## config.mk

```make
export PLATFORM = sky130hd
export DESIGN_NAME = a2d_sequencer_flat
export DESIGN_NICKNAME = d
export VERILOG_FILES = /design/src/rtl/a2d_pkg.sv /design/src/rtl/a2d_sequencer_if.sv /design/src/rtl/a2d_round_tmr.sv /design/src/rtl/a2d_sequencer.sv /design/src/flat_wrapper.sv
export SDC_FILE = /design/constraint.sdc
export NUM_CORES = 1
export LEC_CHECK = 0
export BUFFER_PORTS_ARGS = -buffer_cell sky130_fd_sc_hd__buf_2
export CORE_MARGIN = 3
export CORE_UTILIZATION = 45
export DETAILED_ROUTE_END_ITERATION = 12
export PLACE_DENSITY_LB_ADDON = 0.2
export SETUP_SLACK_MARGIN = 0.05
export SLEW_MARGIN = 15
export SYNTH_ARGS = -nofsm -noshare
export SYNTH_HDL_FRONTEND = slang
export SYNTH_SLANG_ARGS = --single-unit
```

## constraint.sdc

```tcl
create_clock -name clk -period 3.3 [get_ports clk]
set_clock_uncertainty 0.1 [all_clocks]
set_input_delay 0.165 -clock clk [delete_from_list [all_inputs] [get_ports clk]]
set_output_delay 0.165 -clock clk [all_outputs]
set_load 0.1 [all_outputs]
```

## src/rtl/a2d_pkg.sv

```systemverilog
// a2d_pkg: shared slot/state types and command-word builder for the A2D sequencer
package a2d_pkg;
  typedef enum logic [1:0] {SLOT_BATT, SLOT_CURR, SLOT_BRAKE, SLOT_TORQUE} slot_e;
  typedef enum logic [2:0] {IDLE, NEXT, CMD, GAP, READ} state_e;
  localparam logic [2:0] ADC_CH [4] = '{3'd0, 3'd1, 3'd3, 3'd4};
  function automatic logic [15:0] cmd_word(slot_e s);
    return {2'b00, ADC_CH[s], 11'h000};
  endfunction
endpackage

```

## src/rtl/a2d_sequencer_if.sv

```systemverilog
// a2d_sequencer_if: transaction handshake between the sequencer and the SPI master
interface a2d_sequencer_if;
  logic        wrt;
  logic [15:0] cmd;
  logic        done;
  logic [15:0] resp;
  modport master (output wrt, cmd, input done, resp);
  modport slave (input wrt, cmd, output done, resp);
endinterface

```

## src/rtl/a2d_round_tmr.sv

```systemverilog
// a2d_round_tmr: free-running round timer raising a pending flag on wrap or forced request
module a2d_round_tmr #(
  parameter bit FAST_SIM = 1'b1
) (
  input  logic clk,
  input  logic rst_n,
  input  logic force_cnv,
  input  logic clr,
  output logic pending
);
  localparam int W = FAST_SIM ? 10 : 14;
  logic [W-1:0] tmr_q, tmr_d;
  logic pending_q, pending_d;
  // a trigger on the clear clk wins so a request during round start is not lost
  always_comb begin
    tmr_d = tmr_q + 1'b1;
    pending_d = force_cnv | (&tmr_q) | (pending_q & ~clr);
  end
  always_ff @(posedge clk or negedge rst_n)
    if (!rst_n) begin
      tmr_q <= '0;
      pending_q <= 1'b0;
    end else begin
      tmr_q <= tmr_d;
      pending_q <= pending_d;
    end
  assign pending = pending_q;
endmodule

```

## src/rtl/a2d_sequencer.sv

```systemverilog
// a2d_sequencer: round-robin scheduler of the four A2D channels over a shared SPI master
module a2d_sequencer
  import a2d_pkg::*;
#(
  parameter bit FAST_SIM = 1'b1
) (
  input  logic        clk,
  input  logic        rst_n,
  input  logic [3:0]  chnl_en,
  input  logic        force_cnv,
  a2d_sequencer_if.master spi,
  output logic [11:0] batt,
  output logic [11:0] curr,
  output logic [11:0] brake,
  output logic [11:0] torque,
  output logic        busy,
  output logic        cnv_cmplt
);
  state_e state_q, state_d;
  slot_e slot_q, slot_d, nxt_slot;
  logic [11:0] hold_q [4];
  logic [11:0] hold_d [4];
  logic cnv_cmplt_q, cnv_cmplt_d, pending, clr, nxt_found;
  a2d_round_tmr #(.FAST_SIM(FAST_SIM)) u_tmr (
    .clk(clk), .rst_n(rst_n), .force_cnv(force_cnv), .clr(clr), .pending(pending)
  );
  // IDLE picks the lowest enabled slot; mid-round only strictly higher slots qualify
  always_comb begin
    nxt_found = 1'b0;
    nxt_slot = slot_q;
    for (int i = 3; i >= 0; i--)
      if (chnl_en[i] && (state_q == IDLE || i > int'(slot_q))) begin
        nxt_found = 1'b1;
        nxt_slot = slot_e'(i[1:0]);
      end
  end
  assign clr = state_q == IDLE && pending;
  always_ff @(posedge clk or negedge rst_n)
    if (!rst_n) begin
      state_q <= IDLE;
      slot_q <= SLOT_BATT;
      hold_q <= '{default: '0};
      cnv_cmplt_q <= 1'b0;
    end else begin
      state_q <= state_d;
      slot_q <= slot_d;
      hold_q <= hold_d;
      cnv_cmplt_q <= cnv_cmplt_d;
    end
  always_comb begin
    state_d = state_q;
    slot_d = slot_q;
    hold_d = hold_q;
    cnv_cmplt_d = 1'b0;
    case (state_q)
      IDLE: if (pending && nxt_found) begin
        state_d = NEXT;
        slot_d = nxt_slot;
      end
      NEXT: state_d = CMD;
      CMD:  state_d = spi.done ? GAP : CMD;
      GAP:  state_d = READ;
      READ: if (spi.done) begin
        hold_d[slot_q] = spi.resp[11:0];
        state_d = nxt_found ? NEXT : IDLE;
        slot_d = nxt_found ? nxt_slot : slot_q;
        cnv_cmplt_d = !nxt_found;
      end
      default: state_d = IDLE;
    endcase
  end
  // the same command word is sent twice; the second response carries the conversion
  always_comb begin
    spi.wrt = state_q == NEXT || state_q == GAP;
    spi.cmd = cmd_word(slot_q);
    busy = state_q != IDLE;
  end
  assign batt = hold_q[SLOT_BATT];
  assign curr = hold_q[SLOT_CURR];
  assign brake = hold_q[SLOT_BRAKE];
  assign torque = hold_q[SLOT_TORQUE];
  assign cnv_cmplt = cnv_cmplt_q;
endmodule

```

## src/flat_wrapper.sv

```systemverilog
// flat-port wrapper written by rule: the top's interface ports become plain ports
module a2d_sequencer_flat import a2d_pkg::*;
#(
  parameter bit FAST_SIM = 1'b1
)
  (clk, rst_n, chnl_en, force_cnv, batt, curr, brake, torque, busy, cnv_cmplt, spi_wrt, spi_cmd, spi_done, spi_resp);
  a2d_sequencer_if spi_i ();
  input  logic clk;
  input  logic rst_n;
  input  logic [3:0] chnl_en;
  input  logic force_cnv;
  output logic [11:0] batt;
  output logic [11:0] curr;
  output logic [11:0] brake;
  output logic [11:0] torque;
  output logic busy;
  output logic cnv_cmplt;
  output wire logic [$bits(spi_i.wrt)-1:0] spi_wrt;
  output wire logic [$bits(spi_i.cmd)-1:0] spi_cmd;
  input wire logic [$bits(spi_i.done)-1:0] spi_done;
  input wire logic [$bits(spi_i.resp)-1:0] spi_resp;
  assign spi_wrt = spi_i.wrt;
  assign spi_cmd = spi_i.cmd;
  assign spi_i.done = spi_done;
  assign spi_i.resp = spi_resp;
  a2d_sequencer #(.FAST_SIM(FAST_SIM)) u_core (.clk(clk), .rst_n(rst_n), .chnl_en(chnl_en), .force_cnv(force_cnv), .spi(spi_i), .batt(batt), .curr(curr), .brake(brake), .torque(torque), .busy(busy), .cnv_cmplt(cnv_cmplt));
endmodule
```

==> flow_summary.yaml, run 1 <==
drt:
  first_pass_iters: 4
  wl_mm: 5.749
  ant_nets: 0
  vias_per_cell: 4.864
  routed.top_layer: "met4"
  drtIter0Drc: 67
  wl_per_cell_microns: 16.24
  drc: 0
  met1Wirelength_mm: 2.642
  wl_met2_mm: 2.549
  wl_met3_microns: 431
  vias: 1722
global_routing:
  grt_pass1_vias: 1793
  grt_use_total_pct: 16.35
  grt_pass1_wl_mm: 9.321
  globalRouteOverflowTotal: 0
  grt_max_degree: 33
  antenna_found_initial: 0
synth:
  synth.distinct_cells: 35
  async_reset_ff_share_pct: 100.0
  synth_seq_area_share_pct: 55.11
  synth_top_flop_cell: "dfrtp_1"
  synth_area_per_cell_sq_um: 15.45
  synth-edff-count: 0
  syn_area_sq_um: 2952
  synth_warnings: 0
  ys_seq_elements: 65
  netlist_instances: 191
clock_network:
  clock_sinks: 65
  clk_pin_slew_ps: 70
  clock_path_buffers: 2
  htreeDepth: 3
  root_buffer: "clkbuf_8"
  cts_tree: "done"
  clkLatencyLatePin_ps: 340
  post_cts_resized: 0
  cts_buffers: 9
placement:
  numPortBuffers: 73
  place_congestion: 0.7817
  place_hpwl_mm: 3.928
  place_inst: 334
timing:
  rsz0062_at_grt: "false"
  holdWs_ps: 6.743
  max_freq_ghz: 0.5209
  finalSetupTns_ps: 0
  period_minus_slack_ps: 1920
  finalCritPeriodShare_pct: 58.18
  slew_headroom_pct: 65.86
  maxSlewViolCount: 0
  setup_violations: 0
  tightest_slew_ps: 515.7
  timing_hold_violations_final: 0
hold_path:
  worstHoldPathType: "in -> reg"
layout:
  finalNetCount: 304
  syn_to_final_growth_pct: 18.86
  final_cells: 354
  final_core_utilization_pct: 57.22
  diodes: 0
  layout-drive-gt1-share_pct: 52.69
setup_path:
  required_ps: 3410
  crit_fanout: 4
  critPathMaxStageDelay_ps: 370
  cp-start-kind: "flop"
  path_cells: "inv_1, ha_1, o32ai_1, a22oi_1, a21oi_2, mux2_1"
  slowest_stage: "dfrtp_1"
  crit_arrival_ps: 2030
  end_kind: "flop"
  criticalPathCategory: "reg -> reg"
floorplan:
  num_rows: 28
  die_w_microns: 86.99
  ios: 91
  coreArea_sq_um: 6131
  die_h_microns: 86.99
  die_area_sq_um: 7567
  initial_core_util_pct: 48.14
status:
  status: "finished clean"
run:
  drv_cap: 0
==> synthesized netlist by cell type (3+ instances only) <==
cell	instances	share of area [%]
inv_1	6	0.76
and3_1	3	0.64
ha_1	6	2.5
dfrtp_1	65	55
xnor2_1	7	2.1
buf_4	13	3.3
mux2_2	8	3.1
mux2_4	40	20
buf_6	6	2.3
nand3_1	4	0.68
nand2_4	4	1.5
==> metal layers <==
| metal | vias to the layer above | track usage, % |
|---|---|---|
| li1 | 801 | - |
| met1 | 845 | 22.08 |
| met2 | 67 | 24.29 |
| met3 | 9 | 4.730 |
| met4 | 0 | 7.507 |
| met5 | - | 0 |
==> per-stage QoR <==
| stage | cell area [sq um] | setup slack (ps) |
|---|---|---|
| global route | 3508 | 1254 |
| CTS | 3508 | 1380 |
| floorplan | 2997 | 801.0 |
| global placement | 3306 | 1419 |
| detailed placement | 3306 | 1398 |
| finish | 3508 | 1380 |
==> area by class of cell <==
| cell class | instances | area (sq um) |
|---|---|---|
| clock buffers | 10 | 127.6 |
| fillers | 514 | 2623 |
| inverters | 6 | 22.52 |
| well taps | 75 | 93.84 |
| clock inverters | 6 | 35.03 |
| repair buffers | 79 | 420.4 |
| multi-input cells | 113 | 1182 |
| flip-flops and latches | 65 | 1627 |
==> cells in the final DEF (no fill, tap or decap), types with 3 or more instances in the layout <==
| cell type | instances |
|---|---|
| buf_2 | 73 |
| dfrtp_1 | 65 |
| mux2_4 | 40 |
| conb_1 | 13 |
| clkbuf_8 | 9 |
| mux2_2 | 8 |
| xnor2_1 | 7 |
| inv_1 | 6 |
| ha_1 | 6 |
| nand3_1 | 4 |
| nand2_4 | 4 |
| clkinv_2 | 4 |
| dlygate4sd3_1 | 4 |
| and3_1 | 3 |
==> state kept, by name, summed over array words and instances (netlist names) <==
signal	count
u_core.cnv_cmplt	1
u_core.u_tmr.pending	1
u_core.state_q	3
u_core.brake	12
u_core.slot_q	2
u_core.curr	12
u_core.u_tmr.tmr_q	10
u_core.batt	12
u_core.torque	12
==> logic make-up (layout without fill, tap and decap cells) <==
group / after synthesis / count (layout) / share of synthesized area [%]
buffers and inverters: 25 / 101 / 6.358
AOI/OAI and AO/OA: 10 / 10 / 2.797
xor gates and xnor gates: 9 / 9 / 2.671
and+or+nand+nor: 25 / 25 / 6.275
adders and majority gates: 6 / 6 / 2.543
other: 1 / 13 / 0.1271
DFF: 65 / 65 / 55.11
muxes: 50 / 50 / 24.12
==> worst paths after layout <==
path,startpoint,slack (ps),cells after the start,endpoint
max reg2reg,u_core.slot_q[0],1380,6,u_core.slot_q[1]
min in group asynchronous,rst_n,80,2,u_core.curr[8]
max in group asynchronous,rst_n,2370,3,u_core.u_tmr.tmr_q[6]
min,spi_resp[4],7,2,u_core.curr[4]
min reg2reg,u_core.u_tmr.tmr_q[4],370,1,u_core.u_tmr.tmr_q[4]
max,u_core.slot_q[0],1380,6,u_core.slot_q[1]
==> critical path, delay by kind of cell, from the launching register on <==
| family | cells | cell delay [ps] |
|---|---|---|
| buf+inv | 1 | 100 |
| fa+ha+maj | 1 | 290 |
| compound gates | 3 | 590 |
| mux | 1 | 340 |
| flops | 1 | 370 |
==> timing repair <==
| action | CTS | global route |
|---|---|---|
| setup buffers | 0 | 0 |
| hold buffers | 4 | 0 |
| endpoints found under the hold margin | 70 | 0 |
Power of run 1 is left out: the tool's default activity adds up to more than one toggle a clock period on the data nets, which glitch-free logic cannot reach.
==> inputs of run 2 (changes only) <==
--- a/config.mk
+++ b/config.mk
@@ -5,6 +5,7 @@
 export SDC_FILE = /design/constraint.sdc
 export NUM_CORES = 1
 export LEC_CHECK = 0
+export ABC_AREA = 1
 export BUFFER_PORTS_ARGS = -buffer_cell sky130_fd_sc_hd__buf_2
 export CORE_MARGIN = 3
 export CORE_UTILIZATION = 45
==> constraint.sdc (replaced) <==
create_clock -name clk -period 1.65 [get_ports clk]
set_clock_uncertainty 0.1 [all_clocks]
set_input_delay 0.0825 -clock clk [delete_from_list [all_inputs] [get_ports clk]]
set_output_delay 0.0825 -clock clk [all_outputs]
set_load 0.1 [all_outputs]
==> run 2 against run 1 <==
Effect of this change: hold slack improved by 87 ps; via count up 43%; setup slack worse by 1300 ps; register-to-register slack lost 1300 ps; utilization grew 9.1 points; synthesized area fell by 2.2%; critical path depth increased by 3; sequential cell count did not move; critical endpoint is now u_core.curr[10].
==> flow_summary.yaml, run 2 <==
status:
  status: "finished clean"
floorplan:
  die_w_microns: 86.09
  coreArea_sq_um: 6061
  num_rows: 28
  die_h_microns: 86.09
  initial_core_util_pct: 47.63
  ios: 91
  die_area_sq_um: 7411
setup_path:
  cp-start-kind: "flop"
  critPathMaxStageDelay_ps: 430
  end_kind: "flop"
  crit_fanout: 24
  path_delay_family: "simple AND/OR/NAND/NOR gates"
  path_common_cell: "nor2_4"
  criticalPathCategory: "reg -> reg"
  r2r_slack_ps: 50
  crit_start: "u_core.state_q[0]"
  path_cells: "nor2_4, inv_2, nor2_4, inv_2, nor2_4, inv_6, buf_12, o21ai_0, nand2_1"
  rr_startpoint: "u_core.state_q[0]"
  critPathBufInv: 4
  slowest_stage: "dfrtp_1"
  required_ps: 1770
  crit_arrival_ps: 1730
placement:
  place_congestion: 0.7653
  numPortBuffers: 73
  place_hpwl_mm: 5.007
  post-place-ws_ps: 29.82
  dpl_cell_area_sq_um: 3507
synth:
  ys_top_cells_by_count: "nand2_1 (119), dfrtp_1 (65), o21ai_0 (39), inv_1 (18), buf_4 (13)"
  synth_most_common_cell: "nand2_1"
  ys_seq_elements: 65
  synth-edff-count: 0
  yosys.area_share.adder_pct: 2.601
  synth_top_cell_by_area: "dfrtp_1"
  synth_top_flop_cell: "dfrtp_1"
  synth-simple-area-share_pct: 20.42
  synth-compound-area-share_pct: 9.753
  synthMuxAreaShare_pct: 0
  synth_xor_xnor_area_share_pct: 2.124
  synth.distinct_cells: 24
  yosys-top-cells-area: "dfrtp_1 (56%), nand2_1 (15%), o21ai_0 (6.8%)"
  synth_area_per_cell_sq_um: 8.854
  synth_warnings: 0
  netlist_instances: 326
  syn_area_sq_um: 2887
  netlist.area_leader.share_pct: 56.35
  synth_seq_area_share_pct: 56.35
  async_reset_ff_share_pct: 100.0
  synth_top_family_by_area: "simple AND/OR/NAND/NOR gates"
drt:
  drc: 0
  drtIter0Drc: 131
  wl_mm: 7.084
  vias_per_cell: 4.777
  first_pass_iters: 4
  wl_per_cell_microns: 13.76
  ant_nets: 0
  vias: 2460
layout:
  layout-drive-gt1-share_pct: 35.00
  multi_input_area_sq_um: 1206
  final_cell_mix: "nand2_1 (111), buf_2 (68), dfrtp_1 (65)"
  diodes: 0
  final_cell_area_sq_um: 4020
  finalNetCount: 465
  final_common_cell: "nand2_1"
  regArea_sq_um: 1627
  fillers: 503
  syn_to_final_growth_pct: 39.27
timing:
  finalCritPeriodShare_pct: 97.25
  timing_hold_violations_final: 0
  tightest_slew_ps: 552.3
  setup_violations: 0
  holdWs_ps: 93.28
  period_minus_slack_ps: 1605
  finalWorstSetupSlack_ps: 45.38
  slew_headroom_pct: 63.18
  maxSlewViolCount: 0
  max_freq_ghz: 0.6232
  rsz0062_at_grt: "true"
clock_network:
  clock_sinks: 65
  clk_pin_slew_ps: 70
  clkLatencyLatePin_ps: 330
  htreeDepth: 3
  root_buffer: "clkbuf_8"
  clock_path_buffers: 2
  cts_tree: "done"
  cts_buffers: 9
global_routing:
  busiest_layer: "met2"
  grtUsageMet3_pct: 4.803
  use_met1_pct: 28.66
  grt_use_total_pct: 20.93
  globalRouteOverflowTotal: 0
  grt_pass1_wl_mm: 11.94
  antenna_found_initial: 0
  grt_pass1_vias: 2406
  grt_max_degree: 37
  grtUsageMet2_pct: 32.66
hold_path:
  worstHoldPathType: "in -> reg"
  worstHoldStart: "chnl_en[2]"
run:
  drv_cap: 0
## run 2: cell count changes after synthesis, sizes merged, moves of 13 or more
cell / previous run / this run
mux2: 49 / 0
o21ai: 1 / 49
inv: 6 / 22
nand2: 6 / 119
nor2: 2 / 15
## run 2: cell families (layout without fill, tap and decap cells)
kind of cell	Yosys count	in the layout
XOR/XNOR	7	7
buffers and inverters	48	150
flip-flops	65	65
AO/OA/AOI/OAI	55	55
AND/OR/NAND/NOR	144	144
adder cells (fa/ha/maj)	6	6
other	1	13
## run 2: layout make-up
| type | instances | share of cell area [%] |
|---|---|---|
| flip-flops and latches | 65 | 40.46 |
| clock inverters | 6 | 1.463 |
| repair buffers | 112 | 20.32 |
| multi-input cells | 225 | 30.00 |
| inverters | 22 | 2.241 |
| clock buffers | 10 | 3.175 |
| well taps | 75 | 2.334 |
## run 2: worst paths after layout
| kind | endpoint | cells after the start |
|---|---|---|
| setup / recovery | u_core.curr[10] | 9 |
| min in group asynchronous | u_core.batt[11] | 2 |
| max in group asynchronous | u_core.u_tmr.tmr_q[6] | 3 |
| hold reg to reg | u_core.u_tmr.tmr_q[0] | 1 |
| hold / removal | u_core.slot_q[0] | 6 |
| setup reg to reg | u_core.curr[10] | 9 |
## run 2: metal layers
| metal | vias to the layer above | share of wire (%) |
|---|---|---|
| met5 | - | 0 |
| met4 | 0 | 1.6 |
| met3 | 11 | 7.1 |
| met2 | 77 | 49 |
| met1 | 1153 | 42 |
| li1 | 1219 | - |
## run 2: what timing repair did
item	4_1_cts	5_1_grt
endpoints found under the setup margin	11	52
resized for setup	6	63
endpoints found under the hold margin	72	0
hold buffers	16	0
pin swaps	0	9
buffers inserted	2	2
## run 2: stage by stage
step / setup TNS (ps) / utilization (%) / cells
final: 0 / 66.33 / 515
after global placement: 0 / 57.87 / 479
after CTS: 0 / 64.20 / 513
after global routing: -1079 / 66.33 / 515
after detailed placement: 0 / 57.87 / 479
after floorplan: -251.4 / - / 338
## run 2: worst reg2reg max path, cell delays in order, from the launching register on
cell and delay, ps:
dfrtp_1 430, nor2_4 130, inv_2 50, nor2_4 90, inv_2 50, nor2_4 170, inv_6 80, buf_12 170
o21ai_0 150, nand2_1 70
Power of run 2 is left out for the same reason.
